## src/rtl/accum_ctrl.sv

```systemverilog
// -----------------------------------------------------------------------------
// accum_ctrl
//
// Accumulates a sequence of unsigned operand beats and presents the sum, a
// sticky carry flag and a beat count once the last beat has been taken.
//
// Sequence: IDLE --start--> ACCUM --(accepted beat with in_last)--> DONE
//           --out_ready--> IDLE.
// start is honoured only in IDLE. in_ready and out_valid decode the state.
// out_sum, out_carry and out_count come straight from registers and keep
// their values in IDLE until the next start clears them.
//
// Configuration macro:
//   ACCUM_SATURATE_EN  defined   -> a beat whose addition carries out leaves
//                                   the accumulator at all ones.
//                      undefined -> the accumulator wraps modulo 2^WIDTH.
//   In both builds out_carry records the carry.
//
// Parameters:
//   WIDTH  operand/sum width in bits (>= 2)
//   CNT_W  beat-counter width in bits (the count saturates at all ones)
//
// Ports:
//   clk        clock, rising edge
//   rst        synchronous active-high reset
//   start      begin a new accumulation (IDLE only)
//   in_valid   operand beat valid
//   in_data    unsigned operand
//   in_last    final operand of the sequence, qualified by in_valid
//   in_ready   block accepts an operand this cycle (ACCUM)
//   out_valid  result available (DONE)
//   out_ready  downstream takes the result
//   out_sum    accumulated sum
//   out_carry  sticky carry-out of any beat
//   out_count  number of beats accepted
// -----------------------------------------------------------------------------
module accum_ctrl #(
    parameter int WIDTH = 4,
    parameter int CNT_W = 8
) (
    input  logic             clk,
    input  logic             rst,
    input  logic             start,
    input  logic             in_valid,
    input  logic [WIDTH-1:0] in_data,
    input  logic             in_last,
    output logic             in_ready,
    output logic             out_valid,
    input  logic             out_ready,
    output logic [WIDTH-1:0] out_sum,
    output logic             out_carry,
    output logic [CNT_W-1:0] out_count
);

`ifdef ACCUM_SATURATE_EN
    localparam bit SAT_EN = 1'b1;
`else
    localparam bit SAT_EN = 1'b0;
`endif

    typedef enum logic [1:0] {
        S_IDLE  = 2'd0,
        S_ACCUM = 2'd1,
        S_DONE  = 2'd2
    } state_t;

    state_t           state_q, state_d;
    logic [WIDTH-1:0] acc_q,   acc_d;
    logic             carry_q, carry_d;
    logic [CNT_W-1:0] count_q, count_d;

    // Ripple-style WIDTH-bit add with the carry-out kept as an extra top bit.
    logic [WIDTH:0]   add_full;
    logic [WIDTH-1:0] add_sum;
    logic             add_carry;

    assign add_full  = {1'b0, acc_q} + {1'b0, in_data};
    assign add_sum   = add_full[WIDTH-1:0];
    assign add_carry = add_full[WIDTH];

    // Next-state and datapath update.
    always_comb begin
        // NOTE: every signal assigned here gets a default first so no path
        // leaves it unassigned, which would otherwise infer a latch.
        state_d = state_q;
        acc_d   = acc_q;
        carry_d = carry_q;
        count_d = count_q;

        unique case (state_q)
            S_IDLE: begin
                if (start) begin
                    state_d = S_ACCUM;
                    acc_d   = '0;
                    carry_d = 1'b0;
                    count_d = '0;
                end
            end

            S_ACCUM: begin
                // in_ready is 1 throughout ACCUM, so in_valid alone qualifies
                // a beat; in_last without in_valid has no effect.
                if (in_valid) begin
                    acc_d   = (SAT_EN && add_carry) ? '1 : add_sum;
                    carry_d = carry_q | add_carry;
                    count_d = (count_q == '1) ? count_q : count_q + CNT_W'(1);
                    if (in_last) begin
                        state_d = S_DONE;
                    end
                end
            end

            S_DONE: begin
                if (out_ready) begin
                    state_d = S_IDLE;
                end
            end

            default: begin
                state_d = S_IDLE;
            end
        endcase
    end

    // State registers; reset wins over every other input.
    always_ff @(posedge clk) begin
        // NOTE: non-blocking assignments so every register samples the values
        // computed from the same pre-edge state.
        if (rst) begin
            state_q <= S_IDLE;
            acc_q   <= '0;
            carry_q <= 1'b0;
            count_q <= '0;
        end else begin
            state_q <= state_d;
            acc_q   <= acc_d;
            carry_q <= carry_d;
            count_q <= count_d;
        end
    end

    assign in_ready  = (state_q == S_ACCUM);
    assign out_valid = (state_q == S_DONE);
    assign out_sum   = acc_q;
    assign out_carry = carry_q;
    assign out_count = count_q;

endmodule

```

## config.mk

```make
export PLATFORM = sky130hd
export DESIGN_NAME = accum_ctrl
export DESIGN_NICKNAME = d
export VERILOG_FILES = /design/src/rtl/accum_ctrl.sv
export SDC_FILE = /design/constraint.sdc
export NUM_CORES = 1
export LEC_CHECK = 0
export ABC_CLOCK_PERIOD_IN_PS = 5090
export CAP_MARGIN = 20
export CORE_MARGIN = 3
export CORE_UTILIZATION = 40
export CTS_CLUSTER_SIZE = 28
export DETAILED_ROUTE_END_ITERATION = 7
export HOLD_SLACK_MARGIN = 0.12
export PLACE_DENSITY = 0.69
export SYNTH_ARGS = -nofsm -noshare
export SYNTH_HDL_FRONTEND = slang
export SYNTH_SLANG_ARGS = --single-unit
export TNS_END_PERCENT = 100
```

## constraint.sdc

```tcl
create_clock -name clk -period 5.09 [get_ports clk]
set_clock_uncertainty 0.2 [all_clocks]
set_input_delay 1.018 -clock clk [delete_from_list [all_inputs] [get_ports clk]]
set_output_delay 1.018 -clock clk [all_outputs]
set_load 0.01 [all_outputs]
```

==> results of run 1 <==
[cells in the mapped netlist, types with 2 or more instances]
library cell,instances
clkbuf_1,2
nor3_1,5
ha_1,5
nor2_1,3
o31ai_1,3
inv_1,6
a21oi_1,10
a32o_1,2
o21a_1,2
nor2b_1,3
a31oi_1,2
a211o_1,2
nand3_1,7
a21o_1,2
buf_6,2
and4_1,2
nand2_1,5
o21ai_0,4
dfxtp_1,15
[power by group through the flow]
stage / combinational (mW) / clock [mW] / sequential [mW]
5_1_grt: 0.0461 / 0.0763 / 0.124
2_1_floorplan: 0.0255 / 0 / 0.125
6_report: 0.0411 / 0.0664 / 0.123
3_3_place_gp: 0.0409 / 0 / 0.126
4_1_cts: 0.0416 / 0.0704 / 0.123
3_5_place_dp: 0.0413 / 0 / 0.126
[stage by stage]
step / instances / setup WS [ps] / power, mW / hold WS, ps
floorplan: 101 / 2769 / 0.1508 / 291.5
CTS: 151 / 1890 / 0.2354 / 279.9
global route: 151 / 1776 / 0.2463 / 312.4
detailed placement: 147 / 2146 / 0.1674 / 256.8
global placement: 147 / 2183 / 0.1669 / 255.0
finish: 151 / 1894 / 0.2308 / 279.2
[critical path, cell delays in order, from the launching register on]
cell and delay, ps:
dfxtp_1 480, nor2b_1 560, clkdlybuf4s50_1 650
[cell families after synthesis]
logic type / count (synthesis) / synth area share
AND/OR/NAND/NOR: 36 / 0.2443
AO/OA/AOI/OAI: 31 / 0.2358
flip-flops: 15 / 0.3409
buffers and inverters: 11 / 0.06534
adder cells (fa/ha/maj): 6 / 0.09375
XOR/XNOR: 2 / 0.01989
[layout make-up]
cell class                      count  area [um2]
Clock buffer                        4       26.28
Tap cell                           27       33.78
Inverter                            6       22.52
Timing Repair Buffer               24       240.2
Multi-Input combinational cell     75       523.0
Fill cell                         193       875.8
Sequential cell                    15       300.3
[state kept, by name, indices dropped and copies added (netlist names)]
name	count
out_carry	1
out_count	8
out_sum	4
state_q	2
[final timing paths]
| check | cells past startpoint | startpoint | end |
|---|---|---|---|
| min reg2reg | 2 | out_sum[0]$_SDFFE_PP0P_ | out_sum[0]$_SDFFE_PP0P_ |
| max | 2 | state_q[0]$_SDFFE_PP0P_ | in_ready |
| min | 2 | out_sum[0]$_SDFFE_PP0P_ | out_sum[0]$_SDFFE_PP0P_ |
| max reg2reg | 5 | out_count[0]$_SDFFE_PP0P_ | out_count[3]$_SDFFE_PP0P_ |
[layer usage]
metal / part of all wire / track usage
met5: 0 / 0
met4: 0.0070 / 0.05106
met3: 0.054 / 0.05915
met2: 0.46 / 0.2500
met1: 0.48 / 0.1866
[layout by cell type (no fill, tap or decap), drive strengths merged, types with 2 or more instances in the layout]
master          n
a31oi           2
a21o            2
a21oi          10
nand2b          2
inv             6
a211o           2
o31ai           3
clkbuf          4
o21a            2
nor3            5
nand2           5
clkdlybuf4s50  24
and4            2
ha              5
nor2            3
a32o            2
nor2b           3
nand3           7
dfxtp          15
o21ai           4
==> metrics.csv, run 1 <==
metric,value,unit
ys_async_sr_fraction,0,
power_frac_seq,0.534,
ys.flop_type,dfxtp_1,
core,0.002022,mm2
switching_share,0.2590,
start_kind,register,
tns,0,ps
place_area,0.001120,mm2
rsz0062_at_grt,no,
fin_nets,141,
yosys-top-cells-area,"dfxtp_1, ha_1, a21oi_1, nand3_1, nor3_1",
ant_nets,0,
maxSlewViolCount,0,
chipWidth,52.93,um
grt_max_degree,15,
ff2ff_setup_slack,3110,ps
grt_pass1_vias,738,
critPathMaxFanout,10,
cts_buffer_depth,2,
max_clock_freq,312.9,MHz
min_period,3196,ps
dr_total_vias,812,
setup_viol_count_final,0,
irDropWorstVdd,0.0001544,V
grt-ovfl-total,0,
synth_area_per_cell,8.721,um2
netlist.area_leader.share,0.3409,
clkSlewWorstSetupHoldPaths,90,ps
first_pass_iters,4,
portBuffers,24,
ys_types,38,
yosysWarnings,0,
drc,0,
wl_per_cell,12.28,um
routed_via_density,5.377,
synth_area,880.8,um2
combPwrFrac,0.178,
outcome,"finished, final reports clean",
power.switching,59.78,uW
detailed_place_hpwl,1436,um
gp_congestion,0.7925,
rows,16,
fin_area,0.001146,mm2
synth_cells,101,
ctsHoldBuffers,0,
grt_use_total,0.1547,
cts_repair_resize_count,0,
die-area,0.002801,mm2
p_leak,0.4337,nW
critical_path_class,reg2out,
cts_tree,done,
min_period_over_period,0.6279,
ioPinCount,25,
synth_area_leader_cell,dfxtp_1,
areaGrowthSynthToFinish,30.11,%
root_buffer,clkbuf_4,
grt_pass1_wl,3132,um
numCtsBuffers,3,
first_iter_violations,18,
seq_area_frac_synth,0.3409,
ys_ff_latch,15,
cp.arrival,1980,ps
antennaDiodeCount,0,
endpoint_kind,output pin,
drive_above_1_share,0.04032,
syn-num-nets,117,
clkPwrFrac,0.288,
final_core_util,0.5668,
insertion_delay,280,ps
postCtsSetupBuffers,0,
initial_core_util,0.4356,
wl,1855,um
cp.required,3870,ps
slew_headroom,0.5843,
intPower,171.1,uW
cts_num_sinks,15,
hp-class,reg2reg,
power_density,201.4,mW/mm2
grt_antenna_before_repair,0,
finalHoldViolations,0,
cts_max_level,1,
synth_enable_flop_cells,0,
drv_cap,0,
fp.dieH,52.93,um
worst_pin_slew,622.3,ps
Power figures use the tool's default switching activity.
==> run 2, diff against run 1 <==
--- a/config.mk
+++ b/config.mk
@@ -5,14 +5,14 @@
 export SDC_FILE = /design/constraint.sdc
 export NUM_CORES = 1
 export LEC_CHECK = 0
-export ABC_CLOCK_PERIOD_IN_PS = 5090
+export ABC_CLOCK_PERIOD_IN_PS = 2800
 export CAP_MARGIN = 20
 export CORE_MARGIN = 3
 export CORE_UTILIZATION = 40
 export CTS_CLUSTER_SIZE = 28
 export DETAILED_ROUTE_END_ITERATION = 7
 export HOLD_SLACK_MARGIN = 0.12
-export PLACE_DENSITY = 0.69
+export PLACE_DENSITY = 0.72
 export SYNTH_ARGS = -nofsm -noshare
 export SYNTH_HDL_FRONTEND = slang
 export SYNTH_SLANG_ARGS = --single-unit
==> constraint.sdc (replaced) <==
create_clock -name clk -period 2.8 [get_ports clk]
set_clock_uncertainty 0.2 [all_clocks]
set_input_delay 0.56 -clock clk [delete_from_list [all_inputs] [get_ports clk]]
set_output_delay 0.56 -clock clk [all_outputs]
set_load 0.01 [all_outputs]
==> run 2 against run 1 <==
Flip-flop and latch count did not move. Via count is 4.3% higher. Register-to-register slack lost 2300 ps. Sequential power rose by 82%. Global-route usage rose by 0.48 points. First-iteration DRC count increased by 72%. Worst hold slack improved by 1.9 ps. Largest cell class unchanged. Highest routed layer unchanged.
==> metrics.csv, run 2 (synthesized netlist as in run 1, its figures left out) <==
metric,value,unit,change
outcome,"finished, final reports clean",,
most-common-layout-cells,"clkdlybuf4s50_1, dfxtp_1, a21oi_1",,
endpoint_kind,output pin,,
largest_reg_flops,8,,unchanged
chipWidth,52.93,um,unchanged
grt_use_total,0.1595,,+0.004800
timing.hold.ws,281.0,ps,+1.869 ps
detailed_place_hpwl,1544,um,+7.5%
portBuffers,24,,unchanged
grt_antenna_before_repair,0,,unchanged
drc,0,,unchanged
ant_nets,0,,unchanged
grt-ovfl-total,0,,unchanged
cp.required,2040,ps,-1830 ps
min_period_over_period,0.8202,,
first_iter_violations,31,,+13
finalHoldViolations,0,,unchanged
rows,16,,unchanged
critical_path_class,reg2out,,
rsz0062_at_grt,no,,
grt_max_degree,13,,-2
nFillCells,198,,+2.6%
worst_pin_slew,465.0,ps,-157.3 ps
critPathMaxFanout,10,,unchanged
ioPinCount,25,,unchanged
routed_via_density,5.536,,+2.9%
cts_num_sinks,15,,unchanged
cts_repair_resize_count,0,,unchanged
slew_headroom,0.6900,,+0.1057
numCtsBuffers,3,,unchanged
drv_cap,0,,unchanged
start_kind,register,,
wl,2074,um,+12%
die-area,0.002801,mm2,unchanged
maxSlewViolCount,0,,unchanged
max_clock_freq,435.4,MHz,
drive_above_1_share,0.06349,,+0.02317
core,0.002022,mm2,unchanged
cts_buffer_depth,2,,unchanged
root_buffer,clkbuf_4,,
layout_commonest_cell,clkdlybuf4s50_1,,
irDropWorstVdd,0.0002829,V,+83%
fp.dieH,52.93,um,unchanged
cts_max_level,1,,unchanged
tns,0,ps,unchanged
postCtsSetupBuffers,0,,unchanged
insertion_delay,290,ps,about the same
initial_core_util,0.4356,,unchanged
first_pass_iters,4,,unchanged
gp_congestion,0.8047,,+1.5%
dr_total_vias,847,,+4.3%
cts_tree,done,,
grt_pass1_vias,704,,-4.6%
power_density,369.0,mW/mm2,+83%
wl_per_cell,13.56,um,+10%
ctsHoldBuffers,0,,unchanged
grt_pass1_wl,3284,um,+4.9%
setup_viol_count_final,0,,unchanged
cp.arrival,1540,ps,-440 ps
hp-class,reg2reg,,
areaGrowthSynthToFinish,31.96,%,
min_period,2297,ps,
antennaDiodeCount,0,,unchanged
clkSlewWorstSetupHoldPaths,90,ps,about the same
p_leak,0.4464,nW,+2.9%
fin_nets,143,,+1.4%
-- run 2: cell count changes in the layout (fill, tap and decap cells not counted) --
cell,previous run,this run
buf_4,0,2
clkbuf_1,1,0
clkinv_2,0,1
-- run 2: final timing paths --
check,cells past startpoint,slack [ps],end,startpoint
setup reg to reg,5,810,out_count[3]$_SDFFE_PP0P_,out_count[0]$_SDFFE_PP0P_
hold reg to reg,2,280,out_sum[0]$_SDFFE_PP0P_,out_sum[0]$_SDFFE_PP0P_
hold / removal,2,280,out_sum[0]$_SDFFE_PP0P_,out_sum[0]$_SDFFE_PP0P_
setup / recovery,2,500,in_ready,state_q[0]$_SDFFE_PP0P_
-- run 2: worst max-delay path, cell delays in order, from the launching register on --
cell             delay, ps
dfxtp_1                490
nor2b_1                210
clkdlybuf4s50_1        550
-- run 2: layer usage --
| layer | vias up | part of all wire | GRT usage |
|---|---|---|---|
| li1 | 423 | - | - |
| met3 | 4 | 0.059 | 0.05070 |
| met1 | 392 | 0.47 | 0.2058 |
| met5 | - | 0 | 0 |
| met4 | 0 | 0.012 | 0.05106 |
| met2 | 28 | 0.46 | 0.2500 |
-- run 2: where the power goes --
| part | total (mW) | switching (mW) | internal, mW | leakage (nW) |
|---|---|---|---|---|
| clock | 0.125 | 0.0718 | 0.0532 | 0.0177 |
| combinational | 0.0794 | 0.0392 | 0.0402 | 0.307 |
| sequential | 0.224 | 0.00654 | 0.218 | 0.121 |
-- run 2: stage by stage --
stage | utilization | instance area, um2 | cells | power, mW | setup slack (ps)
3_5_place_dp | 0.5613 | 1135 | 149 | 0.3081 | 320.5
2_1_floorplan | - | 880.8 | 101 | 0.2742 | 863.7
4_1_cts | 0.5749 | 1162 | 153 | 0.4306 | 498.1
5_1_grt | 0.5749 | 1162 | 153 | 0.4564 | 411.1
3_3_place_gp | 0.5613 | 1135 | 149 | 0.3063 | 351.3
6_report | 0.5749 | 1162 | 153 | 0.4289 | 503.4
-- run 2: final cells by class --
class,count,area (um2),share of cell area
well taps,27,33.78,0.02906
clock buffers,3,22.52,0.01938
flip-flops and latches,15,300.3,0.2583
multi-input cells,75,523.0,0.4499
repair buffers,26,255.2,0.2196
clock inverters,1,5.005,0.004306
inverters,6,22.52,0.01938
==> RTL change (config.mk and constraints of run 2) <==
Add a define of `ACCUM_SATURATE_EN`.
--- a/src/rtl/accum_ctrl.sv
+++ b/src/rtl/accum_ctrl.sv
@@ -36,2 +36,4 @@
 // -----------------------------------------------------------------------------
+`define ACCUM_SATURATE_EN
+
 module accum_ctrl #(
Formal check against the unedited RTL: not equivalent (a bounded check fails within 4 cycles, from zero or initial values and one cycle with rst high).
==> RTL change against run 2 <==
  * Die area shrank 2.9%
  * Critical path type is now input pin to flip-flop
  * Wire length shrank 1.6%
  * Final cell count shrank 2.6%
  * Power shrank 0.85%
  * First-iteration DRC count grew 3.2%
  * Sequential cell count is the same
  * Worst setup slack lost 54 ps
  * Highest routed layer unchanged
  * Critical path depth grew 6
  * Fmax shrank 2.3%
  * Area after synthesis shrank 3.3%
  * Cell area shrank 2.8%
  * Count of clock-buffer cells in the layout is the same
==> RTL change: results (changes against run 2) <==
| Step | Item | Reported | vs run 2 |
|:---|:---|:---|:---|
| power and ir drop | Part of the power in the clock network | 30.3% | was 29.1% |
| worst setup path | Critical register-to-register path endpoint | out_sum[2] | was out_count[3] |
| placement | Standard cell area after detailed placement | 1100 um^2 | was 1130 um^2 |
| yosys | Synthesized area | 852 um^2 | was 881 um^2 |
| yosys | Number of nets in the synthesized netlist | 114 | was 117 |
| yosys | Portion of the post-synthesis area used by sequential elements | 35.2% | was 34.1% |
| global route | Vias in the first global route | 778 | was 704 |
| worst setup path | Slowest-stage cell, CP | o21ai_0 | was clkdlybuf4s50_1 |
| finish | Number of nets at the end of the flow | 139 | was 143 |
| placement | Placer Congestion | 0.776 | was 0.805 |
| status | Run status | complete, no violations | unchanged |
| global route | Overall fraction of global-route tracks in use | 16.6% | was 16.0% |
| finish | Count of placed standard cells in the final layout, fillers left out | 149 | was 153 |
| routing | Vias per inst | 5.48 | was 5.54 |
| finish | Number of signal-net buffers in the layout | 24 | was 26 |
| finish | Number of non-clock inverters | 10 | was 6 |
| finish | Proportion of layout cells with a drive suffix above 1 | 5.74% | was 6.35% |
| worst setup path | Reg-to-Reg Start | out_sum[0] | was out_count[0] |
| finish | Comb_multi_in | 69 | was 75 |
| yosys | Fraction of synthesized area in multiplexers | 1.17% | was 0% |
| finish | Clock network share of area | 2.44% | was 2.37% |
| yosys | Synth Area per Inst | 8.69 um^2 | was 8.72 um^2 |
| yosys | Most numerous cell types in the synthesized netlist | 15 x dfxtp_1, 11 x a21oi_1, 10 x inv_1 | was 15 x dfxtp_1, 10 x a21oi_1, 7 x nand3_1 |
| yosys | Synthesized-area fraction occupied by xor and xnor cells | 2.06% | was 1.99% |
| global route | Largest net degree at the start of global routing | 14 | was 13 |
| routing | Drt total wl | 2040 um | was 2070 um |
| worst setup path | Register-to-register path setup slack | 790 ps | was 810 ps |
| power and ir drop | Sw power | 0.117 mW | was 0.118 mW |
| worst setup path | Signal arrival time at the worst endpoint | 2340 ps | was 1540 ps |
| power and ir drop | Total power after layout | 0.425 mW | was 0.429 mW |
| finish | Post-route cell area | 1130 um^2 | was 1160 um^2 |
| finish | Fraction of area in multi-input gates | 43.4% | was 45.0% |
| placement | Post-detail-place hpwl | 1530 um | was 1540 um |
| routing | Initial DRC count | 32 | was 31 |
| timing | Final period util | 84.0% | was 82.0% |
| global route | Global-route wire length before repair | 3330 um | was 3280 um |
| worst setup path | Crit Path Class | input pin to flip-flop | was flip-flop to output pin |
| yosys | Top cells by area, synth | dfxtp_1 35%, ha_1 7.3%, a21oi_1 6.5% | was dfxtp_1 34%, ha_1 7.1%, a21oi_1 5.7% |
| worst setup path | Longest individual stage delay on the worst path | 440 ps | was 550 ps |
| worst setup path | Maximum net fanout on the critical path | 5 | was 10 |
| placement | Worst setup slack after placement | 150 ps | was 321 ps |
| power and ir drop | Leakage power total | 0.419 nW | was 0.446 nW |
| finish | Fill cell count | 183 | was 198 |
RTL change: cell types whose count changed after synthesis, moves of 2 or more:
| cell | delta |
|---|---|
| and4_4 | +2 |
| o21ai_0 | +2 |
| a211o_1 | -2 |
| inv_1 | +4 |
| nor3_1 | -4 |
| and4_1 | -2 |
| or4_1 | +3 |
| nand2_1 | -2 |
RTL change: per-layer routing:
metal / global-route usage [%] / wire, um / up-vias
li1: - / - / 408
met1: 19.9 / 902 / 383
met2: 27.0 / 1020 / 22
met3: 4.01 / 93 / 4
met4: 8.94 / 27 / 0
met5: 0 / 0 / -
RTL change: worst min-delay path by stage:
stage | startpoint | end | slack [ps] | cells after the start
floorplan | state_q[1] | state_q[0] | 300 | 1
global placement | out_carry | out_carry | 250 | 1
detailed placement | out_carry | out_carry | 260 | 1
CTS | out_carry | out_carry | 280 | 1
global route | out_carry | out_carry | 310 | 1
finish | out_carry | out_carry | 280 | 1
